===== src/rtl/ctrl_mc.sv =====
// Multi-cycle RV32I(+M) control unit: decodes a registered instruction and sequences
// execute, memory, mul/div wait, write-back and trap phases.
module ctrl_mc #(
  parameter int EN_M        = 1,
  parameter int MEM_TIMEOUT = 255,
  parameter int CNT_W       = 32
) (
  input  logic             clk,
  input  logic             rst_n,
  input  logic             inst_valid,
  input  logic [6:0]       opcode,
  input  logic [2:0]       func3,
  input  logic [6:0]       func7,
  input  logic             mem_ready,
  input  logic             md_done,
  input  logic             flush,
  output logic             inst_ready,
  output logic             pc_we,
  output logic             rwen,
  output logic             mreq,
  output logic             mwen,
  output logic             ASel,
  output logic             BSel,
  output logic [1:0]       bj,
  output logic [1:0]       wbSel,
  output logic [2:0]       lsWidth,
  output logic [3:0]       ALUOp,
  output logic [2:0]       BOp,
  output logic             md_start,
  output logic [2:0]       md_op,
  output logic             illegal,
  output logic [CNT_W-1:0] retired
);

  localparam logic [6:0] OP_LUI   = 7'b0110111;
  localparam logic [6:0] OP_AUIPC = 7'b0010111;
  localparam logic [6:0] OP_JAL   = 7'b1101111;
  localparam logic [6:0] OP_JALR  = 7'b1100111;
  localparam logic [6:0] OP_B     = 7'b1100011;
  localparam logic [6:0] OP_L     = 7'b0000011;
  localparam logic [6:0] OP_S     = 7'b0100011;
  localparam logic [6:0] OP_I     = 7'b0010011;
  localparam logic [6:0] OP_R     = 7'b0110011;

  // The wait counter only needs to reach MEM_TIMEOUT-1.
  localparam int WAIT_W = (MEM_TIMEOUT > 1) ? $clog2(MEM_TIMEOUT) : 1;
  localparam logic [WAIT_W-1:0] WAIT_LAST = WAIT_W'((MEM_TIMEOUT > 0) ? MEM_TIMEOUT - 1 : 0);

  typedef enum logic [2:0] {
    S_IDLE   = 3'd0,
    S_EXEC   = 3'd1,
    S_MEM    = 3'd2,
    S_MDWAIT = 3'd3,
    S_WB     = 3'd4,
    S_TRAP   = 3'd5
  } state_t;

  state_t            state_r, state_nxt_s;
  logic [6:0]        op_r, f7_r;
  logic [2:0]        f3_r;
  logic [WAIT_W-1:0] wait_r;
  logic              flush_lat_r;
  logic [CNT_W-1:0]  retired_r;

  logic       legal_s, is_m_s, is_l_s, is_s_s, no_rw_s;
  logic       active_s, flush_eff_s, timeout_s, retire_s;
  logic       dec_asel_s, dec_bsel_s;
  logic [1:0] dec_bj_s, dec_wb_s;
  logic [2:0] dec_ls_s, dec_bop_s;
  logic [3:0] dec_alu_s;

  assign is_m_s  = (EN_M != 0) && (op_r == OP_R) && (f7_r == 7'b0000001);
  assign is_l_s  = (op_r == OP_L);
  assign is_s_s  = (op_r == OP_S);
  assign no_rw_s = (op_r == OP_S) || (op_r == OP_B);

  // Legality check on the registered instruction fields
  always_comb begin
    legal_s = 1'b0;
    case (op_r)
      OP_LUI, OP_AUIPC, OP_JAL, OP_JALR, OP_B, OP_L, OP_S, OP_I: legal_s = 1'b1;
      OP_R: legal_s = (f7_r == 7'b0000000)
                   || ((f7_r == 7'b0100000) && ((f3_r == 3'b000) || (f3_r == 3'b101)))
                   || ((f7_r == 7'b0000001) && (EN_M != 0));
      default: legal_s = 1'b0;
    endcase
  end

  // Datapath control decode from the registered fields
  always_comb begin
    dec_asel_s = 1'b0;
    dec_bsel_s = 1'b0;
    dec_bj_s   = 2'b00;
    dec_wb_s   = 2'b01;
    dec_ls_s   = 3'b000;
    dec_bop_s  = 3'b000;
    dec_alu_s  = 4'b0000;
    case (op_r)
      OP_LUI:   dec_bsel_s = 1'b1;
      OP_AUIPC: begin
        dec_asel_s = 1'b1;
        dec_bsel_s = 1'b1;
      end
      OP_JAL: begin
        dec_asel_s = 1'b1;
        dec_bsel_s = 1'b1;
        dec_bj_s   = 2'b01;
        dec_wb_s   = 2'b10;
      end
      OP_JALR: begin
        dec_bsel_s = 1'b1;
        dec_bj_s   = 2'b01;
        dec_wb_s   = 2'b10;
      end
      OP_B: begin
        dec_asel_s = 1'b1;
        dec_bsel_s = 1'b1;
        dec_bj_s   = 2'b10;
        dec_bop_s  = f3_r;
      end
      OP_L: begin
        dec_bsel_s = 1'b1;
        dec_wb_s   = 2'b00;
        dec_ls_s   = f3_r;
      end
      OP_S: begin
        dec_bsel_s = 1'b1;
        dec_ls_s   = f3_r;
      end
      OP_I: begin
        dec_bsel_s = 1'b1;
        dec_alu_s  = {(f3_r == 3'b101) & f7_r[5], f3_r};
      end
      OP_R: begin
        if (is_m_s) begin
          dec_wb_s = 2'b11;
        end else begin
          dec_alu_s = {((f3_r == 3'b000) || (f3_r == 3'b101)) & f7_r[5], f3_r};
        end
      end
      default: dec_wb_s = 2'b01;
    endcase
  end

  // A flush seen during MEM is remembered; a flush in the completing cycle counts too.
  assign flush_eff_s = flush_lat_r | flush;
  assign timeout_s   = (MEM_TIMEOUT > 0) && !mem_ready && (wait_r == WAIT_LAST);

  // Next-state selection
  always_comb begin
    state_nxt_s = state_r;
    case (state_r)
      S_IDLE: begin
        if (inst_valid) state_nxt_s = S_EXEC;
        else            state_nxt_s = S_IDLE;
      end
      S_EXEC: begin
        if (flush)                  state_nxt_s = S_IDLE;
        else if (!legal_s)          state_nxt_s = S_TRAP;
        else if (is_l_s || is_s_s)  state_nxt_s = S_MEM;
        else if (is_m_s)            state_nxt_s = S_MDWAIT;
        else                        state_nxt_s = S_WB;
      end
      S_MEM: begin
        if (mem_ready) begin
          if (is_l_s && !flush_eff_s) state_nxt_s = S_WB;
          else                        state_nxt_s = S_IDLE;
        end else if (timeout_s) begin
          state_nxt_s = S_TRAP;
        end else begin
          state_nxt_s = S_MEM;
        end
      end
      S_MDWAIT: begin
        if (flush)        state_nxt_s = S_IDLE;
        else if (md_done) state_nxt_s = S_WB;
        else              state_nxt_s = S_MDWAIT;
      end
      S_WB:    state_nxt_s = S_IDLE;
      S_TRAP:  state_nxt_s = S_IDLE;
      default: state_nxt_s = S_IDLE;
    endcase
  end

  // State, captured instruction, MEM wait/flush tracking and retire counter
  always_ff @(posedge clk or negedge rst_n) begin
    if (!rst_n) begin
      state_r     <= S_IDLE;
      op_r        <= 7'd0;
      f3_r        <= 3'd0;
      f7_r        <= 7'd0;
      wait_r      <= '0;
      flush_lat_r <= 1'b0;
      retired_r   <= '0;
    end else begin
      state_r <= state_nxt_s;
      if ((state_r == S_IDLE) && inst_valid) begin
        op_r <= opcode;
        f3_r <= func3;
        f7_r <= func7;
      end
      if (state_r == S_EXEC) begin
        wait_r <= '0;
      end else if ((state_r == S_MEM) && !mem_ready) begin
        wait_r <= wait_r + WAIT_W'(1);
      end
      if ((state_r == S_MEM) && (state_nxt_s == S_MEM)) begin
        flush_lat_r <= flush_eff_s;
      end else begin
        flush_lat_r <= 1'b0;
      end
      if (retire_s) begin
        retired_r <= retired_r + CNT_W'(1);
      end
    end
  end

  assign active_s = (state_r == S_EXEC) || (state_r == S_MEM)
                 || (state_r == S_MDWAIT) || (state_r == S_WB);

  assign retire_s = ((state_r == S_WB) && !flush)
                 || ((state_r == S_MEM) && mem_ready && is_s_s && !flush_eff_s);

  assign inst_ready = (state_r == S_IDLE);
  assign pc_we      = retire_s;
  assign rwen       = (state_r == S_WB) && !flush && !no_rw_s;
  assign mreq       = (state_r == S_MEM);
  assign mwen       = (state_r == S_MEM) && is_s_s;
  assign md_start   = (state_r == S_EXEC) && !flush && legal_s && is_m_s;
  assign md_op      = (state_r == S_MDWAIT) ? f3_r : 3'b000;
  assign illegal    = (state_r == S_TRAP);
  assign retired    = retired_r;

  assign ASel    = active_s ? dec_asel_s : 1'b0;
  assign BSel    = active_s ? dec_bsel_s : 1'b0;
  assign bj      = active_s ? dec_bj_s   : 2'b00;
  assign wbSel   = active_s ? dec_wb_s   : 2'b00;
  assign lsWidth = active_s ? dec_ls_s   : 3'b000;
  assign ALUOp   = active_s ? dec_alu_s  : 4'b0000;
  assign BOp     = active_s ? dec_bop_s  : 3'b000;

endmodule


===== config.mk =====
export PLATFORM = sky130hd
export DESIGN_NAME = ctrl_mc
export DESIGN_NICKNAME = d
export VERILOG_FILES = /design/src/rtl/ctrl_mc.sv
export SDC_FILE = /design/constraint.sdc
export NUM_CORES = 1
export LEC_CHECK = 0
export ABC_AREA = 1
export ABC_CLOCK_PERIOD_IN_PS = 2500
export BUFFER_PORTS_ARGS = -buffer_cell sky130_fd_sc_hd__buf_2
export CAP_MARGIN = 20
export CORE_AREA = 5 5 96 98
export CTS_CLUSTER_SIZE = 30
export DETAILED_ROUTE_END_ITERATION = 6
export DIE_AREA = 0 0 101 103
export MAX_ROUTING_LAYER = met4
export PLACE_DENSITY = 0.7
export SLEW_MARGIN = 25
export SYNTH_ARGS = -nofsm -noshare
export SYNTH_HDL_FRONTEND = slang
export SYNTH_SLANG_ARGS = --single-unit

===== constraint.sdc =====
create_clock -name clk -period 2.5 [get_ports clk]
set_clock_uncertainty 0.2 [all_clocks]
set_input_delay 0.5 -clock clk [delete_from_list [all_inputs] [get_ports clk]]
set_output_delay 0.5 -clock clk [all_outputs]
set_load 0.005 [all_outputs]

==> results.json <==
{
  "avgSynthCellArea_um2": 6.70,
  "cp-startpoint": "state_r[2]$_DFF_PN0_",
  "die-area_mm2": 0.0104,
  "p_comb_share_pct": 30.2,
  "outcome": "finished, final reports clean",
  "core-area_mm2": 0.00838,
  "fin_ws_ps": 100,
  "worstPathCellList": "inv_2 -> nand3_4 -> nor4_1 -> buf_2",
  "sw_frac_of_total_pct": 39.1,
  "synth_edf_count": 0,
  "place.gp.congestion": 0.901,
  "finalInstanceArea_mm2": 0.00470,
  "via_per_inst": 5.02,
  "wl_per_cell_um": 13.4,
  "rsz0062_at_grt": "true",
  "max_slew_margin_pct": 71.8,
  "critical_path.max_stage_delay_ps": 440,
  "syn_area_mm2": 0.00392,
  "io_pins": 81,
  "place_ws_ps": 334,
  "reg2reg_depth": 10,
  "synth_cells": 585,
  "min_period_over_period_pct": 96.0,
  "async_flop_share_pct": 100,
  "hold_viol_final": 0,
  "synth-seq-cells": 61,
  "clock_sinks": 61,
  "clock_latency_ps": 350,
  "post-route-drc-count": 0,
  "fin_util_pct": 56.1,
  "num_rows": 34,
  "synth_cell_type_count": 33,
  "setup_viol": 0,
  "overflow": 0,
  "hold_start": "func7[2]",
  "tns_ps": 0,
  "powerDensity_mw_per_mm2": 643,
  "yosysMostFrequentCell": "nand2_1",
  "die_y_um": 103,
  "fmax_mhz": 417,
  "antenna_found_initial": 0,
  "synthTopCellsByArea": "dfrtp_1 (39%), nand2_1 (20%), nor2_1 (9.4%)",
  "holdCritPathClass": "in2reg",
  "placed_cells": 766,
  "initial_core_util_pct": 46.8,
  "cp.arrival_ps": 1700,
  "timing_worst_setup_path_type": "reg2out",
  "first_pass_iters": 4,
  "worstSetupStartpointType": "flip-flop",
  "p_sw_mw": 1.18,
  "numCtsBuffers": 9,
  "placed_area_mm2": 0.00445,
  "mappedNetlistNets": 611,
  "n_antenna_cell": 0,
  "track_usage_pct": 21.7,
  "grt_pass1_wl_um": 17600,
  "p_leak_nw": 2.45,
  "ys.warnings.count": 0,
  "via_count": 3955,
  "required_ps": 1800,
  "synth_top_cell_by_area": "dfrtp_1",
  "reg2reg_from": "retired[0]$_DFFE_PN0P_",
  "drive_gt1_share_pct": 20.0,
  "synth_common_cells": "nand2_1 (207), nor2_1 (98), nand3_1 (66)",
  "cpLargestDelayFamily": "simple AND/OR/NAND/NOR gates",
  "clk_pin_slew_ps": 80,
  "period_minus_slack_ps": 2400,
  "clockBufferDepth": 2,
  "cts_root_buf": "clkbuf_8",
  "cp.depth": 4,
  "htreeDepth": 3,
  "seq_area_frac_synth_pct": 39.0,
  "min_path_cells": 2,
  "internal_power_mw": 1.84,
  "first_global_vias": 3815,
  "area_growth_pct": 20.0,
  "critPathSlowestCell": "dfrtp_1",
  "grt_start_max_net_pins": 62,
  "worst_pin_slew_ps": 420,
  "power_frac_seq_pct": 44.3,
  "drt_wl_total_um": 10600,
  "slew_violations": 0,
  "synth.top_cell.area_share_pct": 39.0,
  "die_w_um": 101,
  "vdd_drop_max_mv": 0.462,
  "nets": 701,
  "dp_hpwl_um": 7770,
  "cts_tree": "yes",
  "path_max_fanout": 4,
  "path_buf_inv": 2,
  "synthFlopType": "dfrtp_1",
  "stdcell_count": 788,
  "portBuffers": 80,
  "drtIter0Drc": 169,
  "p_clk_share_pct": 25.5,
  "ant_nets": 0,
  "cap_violations": 0,
  "end_kind": "output pin"
}
## repair_timing
action	CTS	global route
buffers inserted	4	1
hold endpoints to repair	61	0
gates resized for setup	2	12
hold buffers	1	0
pin swaps	2	2
setup endpoints to repair	6	11
## cell type report
cell class	count	area [um^2]
fill	802	3680
multi-input combinational	455	2170
sequential	61	1530
timing repair buffer	91	498
inverter	57	214
tap	108	135
clock buffer	11	131
clock inverter	5	27.5
## metal layers
layer | global-route usage (%) | share of wire [%] | up-vias
li1 | - | - | 2031
met1 | 27.0 | 44 | 1790
met2 | 36.6 | 48 | 117
met3 | 3.04 | 5.3 | 17
met4 | 7.16 | 1.8 | 0
met5 | - | 0 | -
## flip-flops by register name (all words and copies together) (netlist names)
signal,cells
retired,32
wait_r,8
f7_r,7
op_r,7
f3_r,3
state_r,3
flush_lat_r,1
## power groups by stage
stage,Clock [mW],Sequential (mW),Combinational (mW)
2_1_floorplan,0,1.31,0.607
3_3_place_gp,0,1.33,0.822
3_5_place_dp,0,1.34,0.835
4_1_cts,0.784,1.33,0.870
5_1_grt,0.827,1.37,1.03
6_report,0.770,1.34,0.914
## cell usage in the layout (no fill, tap or decap), types with 9 or more instances in the layout
cell type and instances:
a21oi_1 14, buf_2 80, buf_4 9, clkbuf_8 9
dfrtp_1 59, inv_1 53, nand2_1 206, nand3_1 65
nor2_1 95, nor3_1 10, o21ai_0 9, xor2_1 10
## per-stage QoR
stage,hold slack (ps),power (mW)
after floorplan,4.41,1.91
after detailed placement,297,2.18
after global placement,281,2.16
after CTS,167,2.98
after global routing,172,3.23
final,171,3.03
## cells by family after synthesis
group	after synthesis	synth area share (%)
compound gates	25	3.29
mux	6	1.72
buf+inv	69	6.96
flops	61	39.0
fa+ha+maj	3	0.958
xor+xnor	16	3.77
simple gates	405	44.3
## worst paths after layout
check                                          endpoint  slack (ps)
worst min register to register      op_r[0]$_DFFE_PN0P_         310
worst max-delay path                               mwen         100
worst max register to register  retired[30]$_DFFE_PN0P_         470
max in group asynchronous          state_r[1]$_DFF_PN0_        1300
worst min-delay path                f7_r[2]$_DFFE_PN0P_         170
min in group asynchronous       retired[12]$_DFFE_PN0P_         490
No activity file was read; power rests on OpenSTA's default activity.
